<file path="config.mk">
export PLATFORM = sky130hd
export DESIGN_NAME = imem_arbiter_flat
export DESIGN_NICKNAME = d
export VERILOG_FILES = /design/src/rtl/imem_arbiter_if.sv /design/src/rtl/imem_arbiter.sv /design/src/flat_wrapper.sv
export SDC_FILE = /design/constraint.sdc
export NUM_CORES = 1
export LEC_CHECK = 0
export ABC_AREA = 0
export BUFFER_PORTS_ARGS = -buffer_cell sky130_fd_sc_hd__buf_2
export CORE_ASPECT_RATIO = 2
export CORE_MARGIN = 1
export CORE_UTILIZATION = 46
export DETAILED_ROUTE_END_ITERATION = 16
export HOLD_SLACK_MARGIN = 0.06
export PLACE_DENSITY_LB_ADDON = 0.05
export SETUP_SLACK_MARGIN = 0.05
export SYNTH_ARGS = -nofsm -noshare
export SYNTH_HDL_FRONTEND = slang
export SYNTH_SLANG_ARGS = --single-unit
</file>
<file path="constraint.sdc">
create_clock -name clk -period 1.8 [get_ports clk]
set_input_delay 0.36 -clock clk [delete_from_list [all_inputs] [get_ports clk]]
set_output_delay 0.36 -clock clk [all_outputs]
set_load 0.02 [all_outputs]
</file>
<file path="src/rtl/imem_arbiter_if.sv">
// Bundle of the fetch, boot-loader and instruction-memory signals around
// imem_arbiter. The slave modport is the arbiter's view; the master modport
// is the surrounding system (CPU front end, loader and memory macro).
interface imem_arbiter_if #(
    parameter int ADDR_W = 12
);
    // CPU fetch port
    logic              fetch_req;
    logic [31:0]       fetch_pc;
    logic              is_jump;
    logic              is_stoll;
    logic              fetch_gnt;
    logic [31:0]       fetch_inst;
    logic              fetch_vld;

    // Boot loader port
    logic              ld_valid;
    logic [31:0]       ld_addr;
    logic [31:0]       ld_data;
    logic              ld_done;
    logic              ld_ready;
    logic              ld_err;
    logic              cpu_run;

    // Instruction memory port
    logic              mem_en;
    logic              mem_we;
    logic [ADDR_W-1:0] mem_addr;
    logic [31:0]       mem_wdata;
    logic [31:0]       mem_rdata;

    modport slave (
        input  fetch_req, fetch_pc, is_jump, is_stoll,
        output fetch_gnt, fetch_inst, fetch_vld,
        input  ld_valid, ld_addr, ld_data, ld_done,
        output ld_ready, ld_err, cpu_run,
        output mem_en, mem_we, mem_addr, mem_wdata,
        input  mem_rdata
    );

    modport master (
        output fetch_req, fetch_pc, is_jump, is_stoll,
        input  fetch_gnt, fetch_inst, fetch_vld,
        output ld_valid, ld_addr, ld_data, ld_done,
        input  ld_ready, ld_err, cpu_run,
        input  mem_en, mem_we, mem_addr, mem_wdata,
        output mem_rdata
    );
endinterface

</file>
<file path="src/rtl/imem_arbiter.sv">
// Instruction-memory arbiter: shares one single-port memory between the boot
// loader (writes) and the CPU fetch path (reads). After reset the block sits
// in LOAD until the loader signals completion, then moves to RUN and releases
// the CPU. Loader writes win over fetches in RUN, with a throttle that forces
// a fetch slot after four back-to-back loads.
module imem_arbiter #(
    parameter int ADDR_W = 12
) (
    input  logic           clk,
    input  logic           rst_n,
    imem_arbiter_if.slave  bus
);

    localparam logic [0:0]  ST_LOAD   = 1'b0;
    localparam logic [0:0]  ST_RUN    = 1'b1;
    localparam logic [2:0]  BURST_MAX = 3'd4;
    // Byte-address bits that lie beyond the memory; any of them set marks a
    // load word as out of range.
    localparam logic [31:0] HI_MASK   = ~((32'h1 << (ADDR_W + 2)) - 32'h1);

    // Registered state
    logic [0:0]  state_q,     state_d;
    logic [2:0]  ld_cnt_q,    ld_cnt_d;
    logic        ld_err_q,    ld_err_d;
    logic        pend_q,      pend_d;
    logic        flush_q,     flush_d;
    logic        buf_vld_q,   buf_vld_d;
    logic [31:0] buf_inst_q,  buf_inst_d;
    logic        hold_vld_q,  hold_vld_d;
    logic [31:0] hold_inst_q, hold_inst_d;

    // Combinational decode
    logic        run;
    logic        ld_ready;
    logic        ld_acc;
    logic        ld_bad;
    logic        ld_wr;
    logic        fetch_gnt;
    logic        out_vld;
    logic [31:0] out_inst;

    // Byte-offset and out-of-window fetch_pc bits are intentionally dropped.
    logic        unused_pc_bits;
    assign unused_pc_bits = ^{bus.fetch_pc[31:ADDR_W+2], bus.fetch_pc[1:0]};

    // Handshake decode: loader acceptance, load validity and fetch grant.
    always_comb begin
        run      = (state_q == ST_RUN);
        ld_ready = 1'b1;
        if (run && (ld_cnt_q == BURST_MAX) && bus.fetch_req) begin
            ld_ready = 1'b0;
        end
        ld_acc    = bus.ld_valid & ld_ready;
        ld_bad    = (bus.ld_addr[1:0] != 2'b00) || ((bus.ld_addr & HI_MASK) != '0);
        ld_wr     = ld_acc & ~ld_bad;
        fetch_gnt = run & bus.fetch_req & ~bus.is_stoll & ~ld_acc;
    end

    // Memory port mux: accepted load write first, then fetch read.
    always_comb begin
        bus.mem_en    = 1'b0;
        bus.mem_we    = 1'b0;
        bus.mem_addr  = '0;
        bus.mem_wdata = '0;
        if (ld_wr) begin
            bus.mem_en    = 1'b1;
            bus.mem_we    = 1'b1;
            bus.mem_addr  = bus.ld_addr[ADDR_W+1:2];
            bus.mem_wdata = bus.ld_data;
        end else if (fetch_gnt) begin
            bus.mem_en    = 1'b1;
            bus.mem_addr  = bus.fetch_pc[ADDR_W+1:2];
        end
    end

    // Mode FSM, consecutive-load counter and sticky load-error flag.
    always_comb begin
        state_d = state_q;
        if (!run && bus.ld_done) begin
            state_d = ST_RUN;
        end

        ld_cnt_d = '0;
        if (run && ld_acc) begin
            ld_cnt_d = (ld_cnt_q == BURST_MAX) ? BURST_MAX : ld_cnt_q + 3'd1;
        end

        ld_err_d = ld_err_q | (ld_acc & ld_bad);
    end

    // Read return path. A stall freezes the outputs at their last value and
    // parks any returning word in buf_*; a jump seen during the stall is
    // remembered in flush_q and kills the parked word once the stall ends.
    always_comb begin
        out_vld    = 1'b0;
        out_inst   = '0;
        pend_d     = fetch_gnt & ~bus.is_jump;
        flush_d    = 1'b0;
        buf_vld_d  = buf_vld_q;
        buf_inst_d = buf_inst_q;

        if (bus.is_stoll) begin
            out_vld  = hold_vld_q;
            out_inst = hold_inst_q;
            flush_d  = flush_q | bus.is_jump;
            if (pend_q) begin
                buf_vld_d  = 1'b1;
                buf_inst_d = bus.mem_rdata;
            end
        end else begin
            buf_vld_d  = 1'b0;
            buf_inst_d = '0;
            if (!(bus.is_jump || flush_q)) begin
                if (buf_vld_q) begin
                    out_vld  = 1'b1;
                    out_inst = buf_inst_q;
                end else if (pend_q) begin
                    out_vld  = 1'b1;
                    out_inst = bus.mem_rdata;
                end
            end
        end

        hold_vld_d  = out_vld;
        hold_inst_d = out_inst;
    end

    // State registers with asynchronous active-low reset.
    always_ff @(posedge clk or negedge rst_n) begin
        if (!rst_n) begin
            state_q     <= ST_LOAD;
            ld_cnt_q    <= '0;
            ld_err_q    <= 1'b0;
            pend_q      <= 1'b0;
            flush_q     <= 1'b0;
            buf_vld_q   <= 1'b0;
            buf_inst_q  <= '0;
            hold_vld_q  <= 1'b0;
            hold_inst_q <= '0;
        end else begin
            state_q     <= state_d;
            ld_cnt_q    <= ld_cnt_d;
            ld_err_q    <= ld_err_d;
            pend_q      <= pend_d;
            flush_q     <= flush_d;
            buf_vld_q   <= buf_vld_d;
            buf_inst_q  <= buf_inst_d;
            hold_vld_q  <= hold_vld_d;
            hold_inst_q <= hold_inst_d;
        end
    end

    // Output ports.
    always_comb begin
        bus.fetch_gnt  = fetch_gnt;
        bus.fetch_vld  = out_vld;
        bus.fetch_inst = out_inst;
        bus.ld_ready   = ld_ready;
        bus.ld_err     = ld_err_q;
        bus.cpu_run    = run;
    end

endmodule

</file>
<file path="src/flat_wrapper.sv">
// flat-port wrapper written by rule: the top's interface ports become plain ports
module imem_arbiter_flat 
#(
    parameter int ADDR_W = 12
)
  (clk, rst_n, bus_fetch_req, bus_fetch_pc, bus_is_jump, bus_is_stoll, bus_fetch_gnt, bus_fetch_inst, bus_fetch_vld, bus_ld_valid, bus_ld_addr, bus_ld_data, bus_ld_done, bus_ld_ready, bus_ld_err, bus_cpu_run, bus_mem_en, bus_mem_we, bus_mem_addr, bus_mem_wdata, bus_mem_rdata);
  imem_arbiter_if #(.ADDR_W(ADDR_W)) bus_i ();
  input  logic clk;
  input  logic rst_n;
  input wire logic [$bits(bus_i.fetch_req)-1:0] bus_fetch_req;
  input wire logic [$bits(bus_i.fetch_pc)-1:0] bus_fetch_pc;
  input wire logic [$bits(bus_i.is_jump)-1:0] bus_is_jump;
  input wire logic [$bits(bus_i.is_stoll)-1:0] bus_is_stoll;
  output wire logic [$bits(bus_i.fetch_gnt)-1:0] bus_fetch_gnt;
  output wire logic [$bits(bus_i.fetch_inst)-1:0] bus_fetch_inst;
  output wire logic [$bits(bus_i.fetch_vld)-1:0] bus_fetch_vld;
  input wire logic [$bits(bus_i.ld_valid)-1:0] bus_ld_valid;
  input wire logic [$bits(bus_i.ld_addr)-1:0] bus_ld_addr;
  input wire logic [$bits(bus_i.ld_data)-1:0] bus_ld_data;
  input wire logic [$bits(bus_i.ld_done)-1:0] bus_ld_done;
  output wire logic [$bits(bus_i.ld_ready)-1:0] bus_ld_ready;
  output wire logic [$bits(bus_i.ld_err)-1:0] bus_ld_err;
  output wire logic [$bits(bus_i.cpu_run)-1:0] bus_cpu_run;
  output wire logic [$bits(bus_i.mem_en)-1:0] bus_mem_en;
  output wire logic [$bits(bus_i.mem_we)-1:0] bus_mem_we;
  output wire logic [$bits(bus_i.mem_addr)-1:0] bus_mem_addr;
  output wire logic [$bits(bus_i.mem_wdata)-1:0] bus_mem_wdata;
  input wire logic [$bits(bus_i.mem_rdata)-1:0] bus_mem_rdata;
  assign bus_i.fetch_req = bus_fetch_req;
  assign bus_i.fetch_pc = bus_fetch_pc;
  assign bus_i.is_jump = bus_is_jump;
  assign bus_i.is_stoll = bus_is_stoll;
  assign bus_fetch_gnt = bus_i.fetch_gnt;
  assign bus_fetch_inst = bus_i.fetch_inst;
  assign bus_fetch_vld = bus_i.fetch_vld;
  assign bus_i.ld_valid = bus_ld_valid;
  assign bus_i.ld_addr = bus_ld_addr;
  assign bus_i.ld_data = bus_ld_data;
  assign bus_i.ld_done = bus_ld_done;
  assign bus_ld_ready = bus_i.ld_ready;
  assign bus_ld_err = bus_i.ld_err;
  assign bus_cpu_run = bus_i.cpu_run;
  assign bus_mem_en = bus_i.mem_en;
  assign bus_mem_we = bus_i.mem_we;
  assign bus_mem_addr = bus_i.mem_addr;
  assign bus_mem_wdata = bus_i.mem_wdata;
  assign bus_i.mem_rdata = bus_mem_rdata;
  imem_arbiter #(.ADDR_W(ADDR_W)) u_core (.clk(clk), .rst_n(rst_n), .bus(bus_i));
endmodule
</file>
# ---- After elaboration in Yosys (flattened, before gate mapping)
# Cells that the tools add are included.
# W data, S select, Z words.
dict set report word_totals {
  output_inout_bits 83
  ff_bits 73
  word_cells 56
  in_bits 135
}
dict set report op_classes {
  bitwise_logic 13
  reduce_logical 9
  n_mux 22
  n_eq_ne 2
  add_sub_neg 1
}
# cell count
set op_table {}
lappend op_table {{$mux W32} 7}
lappend op_table {{$reduce_bool A32 Y1} 1}
lappend op_table {{$mux W12} 2}
lappend op_table {{$mux W1} 11}
lappend op_table {{$and A1 B1 Y1} 7}
lappend op_table {{$mux W3} 2}
lappend op_table {{$logic_and A1 B1 Y1} 4}
lappend op_table {{$not A1 Y1} 4}
lappend op_table {{$add A3 B1 Y3 const B} 1}
lappend op_table {{$eq A3 B3 Y1 const B} 1}
lappend op_table {{$logic_or A1 B1 Y1} 2}
lappend op_table {{$ne A2 B1 Y1 const B} 1}
lappend op_table {{$or A1 B1 Y1} 2}
lappend op_table {{$reduce_bool A2 Y1} 1}
lappend op_table {{$logic_not A1 Y1} 1}

# ---- Depth between registers and ports, before layout
# Gate-level depths: netlist (run 1).
dict set report logic_depth {
  ltp_word 9
  ltp_mapped 7
  mapped_depth_nobuf 5
}

# ---- Least setup slack after synthesis (run 1)
# Ideal clock, no wire load.
dict set report synth_timing {
  path_kind {register -> output}
  startpoint {register u_core.ld_cnt_q[0]}
  endpoint {output bus_mem_wdata[10]}
  path_stages_with_launch 7
  arrival_time_ps 1773
  path_buffers 1
  setup_slack_ps -333
  t_required_ps 1440
  path_cell_list {dfrtp_1 > inv_1 > ha_1 > nand4_1 > nand2_1 > buf_2 > nor4_2}
}
dict set report synth_between {
  elab_chain_cells 7
}
# element line
set synth_lines {}
lappend synth_lines {{from (decl)} imem_arbiter.sv:23} ;# logic [2:0] ld_cnt_q, ld_cnt_d;
lappend synth_lines {{from (signal assigned)} imem_arbiter.sv:142} ;# ld_cnt_q <= ld_cnt_d;
lappend synth_lines {{$eq A3 B3 Y1} imem_arbiter.sv:50} ;# if (run && (ld_cnt_q == BURST_MAX) && bus.fetch_req) begin
lappend synth_lines {{$logic_and A1 B1 Y1 (2 in a row)} imem_arbiter.sv:50}
lappend synth_lines {{$mux W1} imem_arbiter.sv:50}
lappend synth_lines {{via bus_ld_ready} flat_wrapper.sv:21} ;# output wire logic [$bits(bus_i.ld_ready)-1:0] bus_ld_ready;
lappend synth_lines {{$and A1 B1 Y1} imem_arbiter.sv:53} ;# ld_acc = bus.ld_valid & ld_ready;
lappend synth_lines {{$and A1 B1 Y1} imem_arbiter.sv:55} ;# ld_wr = ld_acc & ~ld_bad;
lappend synth_lines {{$mux W32} imem_arbiter.sv:65} ;# if (ld_wr) begin
lappend synth_lines {{to (decl)} flat_wrapper.sv:27} ;# output wire logic [$bits(bus_i.mem_wdata)-1:0] bus_mem_wdata;
# The timed path passes the listed nets, and every way through them passes these cells.

# ---- Final worst setup path (run 1)
dict set report layout_timing {
  startpoint {register u_core.ld_cnt_q[1]}
  endpoint {output bus_mem_wdata[27]}
}
dict set report layout_between {
  elab_chain_cells 7
}
# element line
set layout_lines {}
lappend layout_lines {{$eq A3 B3 Y1} imem_arbiter.sv:50}
lappend layout_lines {{$logic_and A1 B1 Y1 (2 in a row)} imem_arbiter.sv:50}
lappend layout_lines {{$mux W1} imem_arbiter.sv:50}
lappend layout_lines {{$and A1 B1 Y1} imem_arbiter.sv:53}
lappend layout_lines {{$and A1 B1 Y1} imem_arbiter.sv:55}
lappend layout_lines {{$mux W32} imem_arbiter.sv:65}
# No other way between the ends.

==> results of run 1 <==
[power by group]
group          internal (mW)  total [mW]  switching [mW]
registers               1.67        1.71          0.0340
clock network           1.25        2.01           0.760
logic                  0.366       0.811           0.445
total                   3.30        4.53            1.24
[per-layer routing]
| layer | vias up | wire length, µm | GRT usage |
|---|---|---|---|
| met5 | - | 0 | 0 |
| met4 | 0 | 1450 | 0.205 |
| li1 | 2130 | - | - |
| met1 | 2403 | 5760 | 0.297 |
| met2 | 384 | 10200 | 0.639 |
| met3 | 124 | 1340 | 0.0519 |
[cell usage in the layout (no fill, tap or decap), types with 3 or more instances in the layout]
master	count
a21oi_1	33
a22o_1	30
buf_12	14
buf_16	9
buf_2	121
buf_4	98
buf_6	48
buf_8	6
clkbuf_16	11
clkinvlp_4	3
dfrtp_1	71
inv_1	36
nand2_1	12
nand2_2	16
nand2_4	40
nand2b_1	32
nand4_1	14
nor2_1	5
nor4_2	3
nor4_4	34
o2111ai_1	12
o21ai_1	11
o21ai_2	26
o21ai_4	9
[final cells by class]
class                   instances  area [µm²]
clock buffers                  10         239
clock inverters                 6        91.3
fillers                       345         850
inverters                      38         143
multi-input cells             295        2840
flip-flops and latches         73        1830
well taps                     100         125
repair buffers                300        2590
[Yosys cell counts]
cell / instances / area [µm²]
nand4_1: 14 / 87.6
nor2_1: 5 / 18.8
ha_1: 2 / 25.0
nand3_1: 1 / 5.00
o211ai_1: 1 / 7.51
nor4_1: 3 / 18.8
inv_1: 38 / 143
o21ai_1: 12 / 60.1
and3_1: 1 / 6.26
nor3_1: 1 / 5.00
o21ai_0: 34 / 170
nand2_2: 1 / 6.26
o2111ai_1: 12 / 105
clkbuf_1: 15 / 56.3
buf_2: 17 / 85.1
nor3_2: 2 / 20.0
nand3_2: 1 / 10.0
a21oi_1: 33 / 165
nand2b_1: 32 / 200
or2_2: 1 / 6.26
nand3b_1: 1 / 7.51
nand2_1: 68 / 255
o2111a_1: 1 / 11.3
buf_6: 6 / 67.6
and2_0: 1 / 6.26
a2bb2oi_1: 1 / 8.76
dfrtp_1: 73 / 1830
nor4_4: 4 / 85.1
a22o_1: 32 / 280
buf_1: 5 / 18.8
nor4_2: 30 / 375
and2_1: 1 / 6.26
[flip-flops by register name, summed over array words and instances (netlist names)]
register / count
u_core.hold_vld_q: 1
u_core.ld_cnt_q: 3
u_core.bus.cpu_run: 1
u_core.pend_q: 1
u_core.buf_inst_q: 32
u_core.bus.ld_err: 1
u_core.hold_inst_q: 32
u_core.buf_vld_q: 1
u_core.flush_q: 1
[path summary, 6_finish.rpt]
kind | start | end
max | u_core.ld_cnt_q[1] | bus_mem_wdata[27]
min | bus_ld_done | u_core.bus.cpu_run
max reg2reg | u_core.pend_q | u_core.hold_vld_q
min reg2reg | u_core.hold_inst_q[24] | u_core.hold_inst_q[24]
max in group asynchronous | rst_n | u_core.hold_inst_q[28]
min in group asynchronous | rst_n | u_core.buf_inst_q[10]
[stage by stage]
step	TNS [ns]	util	setup slack (ns)	cells
floorplan	-5.79	-	-0.168	449
global placement	-5.52	0.658	-0.157	737
detailed placement	-7.06	0.658	-0.190	737
CTS	-23.34	0.847	-0.444	806
global route	-27.98	0.902	-0.534	822
finish	-23.74	0.902	-0.461	822
[critical path, cell delays in order, from the launching register on]
cell     delay (ns)
dfrtp_1        0.36
inv_2          0.06
ha_4           0.16
nand4_1        0.19
nand2_4        0.17
buf_16         0.19
nor4_4         0.26
buf_4          0.19
[kinds of logic after synthesis]
group	after synthesis
AND/OR/NAND/NOR	167
AO/OA/AOI/OAI	126
buffers and inverters	81
adder cells (fa/ha/maj)	2
flip-flops	73
[what timing repair did]
item	CTS	global route
setup buffers	39	19
pin swaps	43	47
hold buffers	1	0
endpoints found under the hold margin	34	0
endpoints found under the setup margin	81	82
resized for setup	238	98
cloned	13	5
==> results.md, run 1 <==
* Min-Delay Path Depth at 2
* Clk_lat worst skew at about 0.34 ns
* CTS tree: built
* Arr. time, crit path at roughly 1.9 ns
* Global-route wire length before repair at 23600 µm
* Clock sinks at 73
* Max_slew headroom at 0.693
* Area grow syn2layout at 89.4%
* Crit path max fanout at 7
* Clk root buf: clkbuf_16
* Worst Setup Slack, final at -0.461 ns
* Largest family of logic cells by synthesized area: simple AND/OR/NAND/NOR gates
* Yosys reg bits at 73
* Die width at 69.2 µm
* LEAKAGE at 4.09 nW
* Syn_area_per_cell at 9.24 µm²
* Fin. max-slew vios at 0
* Inserted Diodes at 0
* Outcome: finished with violations
* Drt initial violations at 391
* Sequential area share after synthesis at 0.440
* Cell row count at 48
* HP Class: in2reg
* Finished Cell Area at 7860 µm²
* Final ANT Viol Nets at 0
* Gr usage total at 0.323
* Die Height at roughly 140 µm
* Syn_nets at 586
* Worst VDD drop at 0.000426 V
* Clock buffer depth at 2
* Layout cell share with drive strength beyond 1 at 0.632
* Worst-margin pin slew at 0.460 ns
* WL final at 18800 µm
* # DRC at 0
* Total power at 4.53 mW
* Detailed-router iteration count before antenna repair at 5
* Minimum clock period at 2.26 ns
* Final hold slack at 0.220 ns
* DR WL/cell at approximately 23 µm
* Top Ports at 218
* Ys Warns at 0
* Post-synthesis simple-gate area fraction at 0.270
* Die footprint at 9430 µm²
* Total CTS buffers at 9
* Failing checks: setup timing
* DR vias/cell at 6.13
* Post-Syn Instances at ~450
* CTS clk-pin slew, worst paths at about 0.06 ns
* Netlist cell types at 32
* # Max-Cap Violations at 0
* Core area at a little under 9000 µm²
* Final setup fails at 81
* Grt total ovfl at 0
* Area post-placement at ~5700 µm²
* Largest net degree at the start of global routing at 40
* Adder-Cell Fraction of Synth Area at 0.00603
* Mux contribution to synthesized area at 0
* Final nets at 854
* Worst Reg2Reg Path Length in Cells at 9
* Fmax at 0.442 GHz
* R2R Setup Slk at 0.08 ns
* Initial antenna violation count at 0
* Vias in the first global route at 4857
* Starting Density at 0.477
* PortBufs at 197
* Worst Skew at 0.0115 ns
* CP Capture Type: primary output
* Power Density at about 580 nW/µm²
* Max H-tree Level at 3
* Routed via count at 5041
* XOR/XNOR Fraction of Synth Area at 0
* Area fraction in compound gates after synthesis at 0.195
* Netlist Area Pre-Place at 4150 µm²
* DP HPWL at 8490 µm
* Fin crit share at 1.26
* RSZ-0062 raised after global routing: true
* CP Launch Type: flop
* Req. time, crit path at 1.44 ns
* Crit Path Category: reg2out
* RD Place Congestion at 0.839
* Final Hold Viols at 0
Note: power is estimated with default switching activity, not from simulation.
==> inputs of run 2 (changes only) <==
GPL_TIMING_DRIVEN = 0   (was unset)
==> run 2 against run 1 <==
Effect of this change:
- the flow still finishes with violations (setup timing)
- largest cell class unchanged
- critical endpoint is now bus_mem_wdata[13]
- setup slack better by 0.032 ns
- global-route usage down 0.33 points
- final cell count down 1.1%
- critical path type unchanged
==> results.md, run 2 (synthesis results as in run 1) <==
* Gr usage total at 0.320
* Core area at 8710 µm²
* WL final at 15700 µm
* Max_slew headroom at 0.376
* Layout cell share with drive strength beyond 1 at 0.602
* Area grow syn2layout at 81.2%
* Most common cell after layout, fill and taps aside: buf_2
* Power Density at 618 nW/µm²
* Minimum clock period at about 2.2 ns
* CTS tree: built
* Final ANT Viol Nets at 0
* Worst VDD drop at between 0.0004 and 0.0005 V
* HP Class: in2async
* Inserted Diodes at 0
* Die Height at 136 µm
* Worst-margin pin slew at a little over 0.9 ns
* Worst slack at placement at -0.347 ns
* Worst Setup Slack, final at -0.430 ns
* Worst Reg2Reg Path Length in Cells at 9
* Top Ports at 218
* Crit path max fanout at 10
* DR vias/cell at ~5.7
* Crit Path Category: reg2out
* Outcome: finished with violations
* Register area at 1830 µm²
* Reg-to-reg endpoint: u_core.hold_vld_q
* Regs by FF count: u_core.buf_inst_q: 32 flops, u_core.hold_inst_q: 32 flops, u_core.ld_cnt_q: 3 flops
* Routed via count at 4664
* Fin crit share at 1.24
* Die width at 69.2 µm
* RSZ-0062 raised after global routing: true
* Max H-tree Level at 3
* Worst Skew at 0.00912 ns
* Final setup fails at 80
* Detailed-router iteration count before antenna repair at 5
* CTS clk-pin slew, worst paths at 0.06 ns
* Drt initial violations at 259
* RD Place Congestion at 0.854
* Largest net degree at the start of global routing at 74
* # DRC at 0
* Grt total ovfl at 0
* PortBufs at 196
* Fillers at approximately 430
* Req. time, crit path at 1.44 ns
* R2r startpoint: u_core.buf_vld_q
* Arr. time, crit path at 1.87 ns
* Total CTS buffers at 9
* CP Launch Type: flop
* LEAKAGE at around 3.8 nW
* Failing checks: setup timing
* Cell row count at 48
* Final nets at 845
* DP HPWL at 9350 µm
* # Max-Cap Violations at 0
* Initial antenna violation count at 0
* Clk_lat worst skew at 0.34 ns
* Starting Density at 0.477
* CP Capture Type: primary output
* Multi-input gate area at 2770 µm²
* R2R Setup Slk at 0.12 ns
* Clk root buf: clkbuf_16
* Clock buffer depth at 2
* Die footprint at ~9400 µm²
* Final hold slack at 0.145 ns
* Fin. max-slew vios at 0
* Global-route wire length before repair at approximately 23000 µm
* Vias in the first global route at between 4000 and 5000
* Fmax at 0.449 GHz
* Final Hold Viols at 0
* Most frequent cells in the layout: 126 x buf_2, 73 x buf_4, 72 x dfrtp_1, 60 x buf_6, 38 x inv_1
* Clock sinks at 73
* DR WL/cell at 19.4 µm
[run 2: cell types whose count changed in the layout (fill, tap and decap cells not counted), sizes merged]
cell	change
buf	-19
bufinv	+2
clkbuf	+11
dlygate4sd3	-1
clkinv	+2
bufbuf	-1
clkinvlp	-3
[run 2: worst max-delay path: stages, from the launching register on]
cell     delay, ns
dfrtp_1       0.37
inv_1         0.05
ha_2          0.17
nand4_1       0.17
nand2_4       0.13
buf_12        0.18
nor4_4        0.27
buf_4         0.18
[run 2: report_power, final]
part / total, mW / switching (mW) / leakage (nW) / internal [mW]
sequential: 1.70 / 0.0244 / 0.998 / 1.68
combinational: 0.733 / 0.413 / 2.58 / 0.320
clock: 2.22 / 0.721 / 0.180 / 1.50
[run 2: stage by stage]
stage,setup TNS (ns),utilization,power (mW),std cells,cell area [µm²]
3_5_place_dp,-16.87,0.647,2.24,745,5640
2_1_floorplan,-5.79,-,1.99,449,4530
6_report,-24.50,0.864,4.65,813,7520
3_3_place_gp,-15.07,0.647,2.22,745,5630
4_1_cts,-23.28,0.838,4.60,802,7300
5_1_grt,-32.17,0.864,4.77,813,7520
[run 2: area by class of cell]
type	count	share of cell area
buffer	42	0.0576
clock buffer	9	0.0299
clock inverter	7	0.0190
inverter	38	0.0190
multi-input combinational	295	0.369
sequential	73	0.243
tap	100	0.0166
timing repair buffer	249	0.246
[run 2: worst max path at each step]
stage | startpoint | end | slack (ns) | depth (start not counted)
2_1_floorplan | u_core.ld_cnt_q[0] | bus_mem_wdata[10] | -0.17 | 6
3_3_place_gp | bus_ld_addr[1] | bus_mem_we | -0.33 | 6
3_5_place_dp | bus_ld_addr[1] | bus_mem_we | -0.35 | 6
4_1_cts | u_core.ld_cnt_q[1] | bus_mem_wdata[13] | -0.43 | 7
5_1_grt | u_core.ld_cnt_q[0] | bus_mem_wdata[8] | -0.54 | 7
6_report | u_core.ld_cnt_q[0] | bus_mem_wdata[13] | -0.43 | 7
[run 2: what timing repair did]
action                     in CTS  in global routing
cloned                          6                  0
resized for setup             306                 40
hold buffers                    0                  0
pin swaps                      43                 18
setup endpoints to repair      81                 82
buffers inserted               36                 15
[run 2: per-layer routing]
layer	vias to the layer above	routed length (µm)	GRT usage
li1	2108	-	-
met1	2262	4900	0.283
met2	243	9370	0.625
met3	51	839	0.0786
met4	0	625	0.203
met5	-	0	0
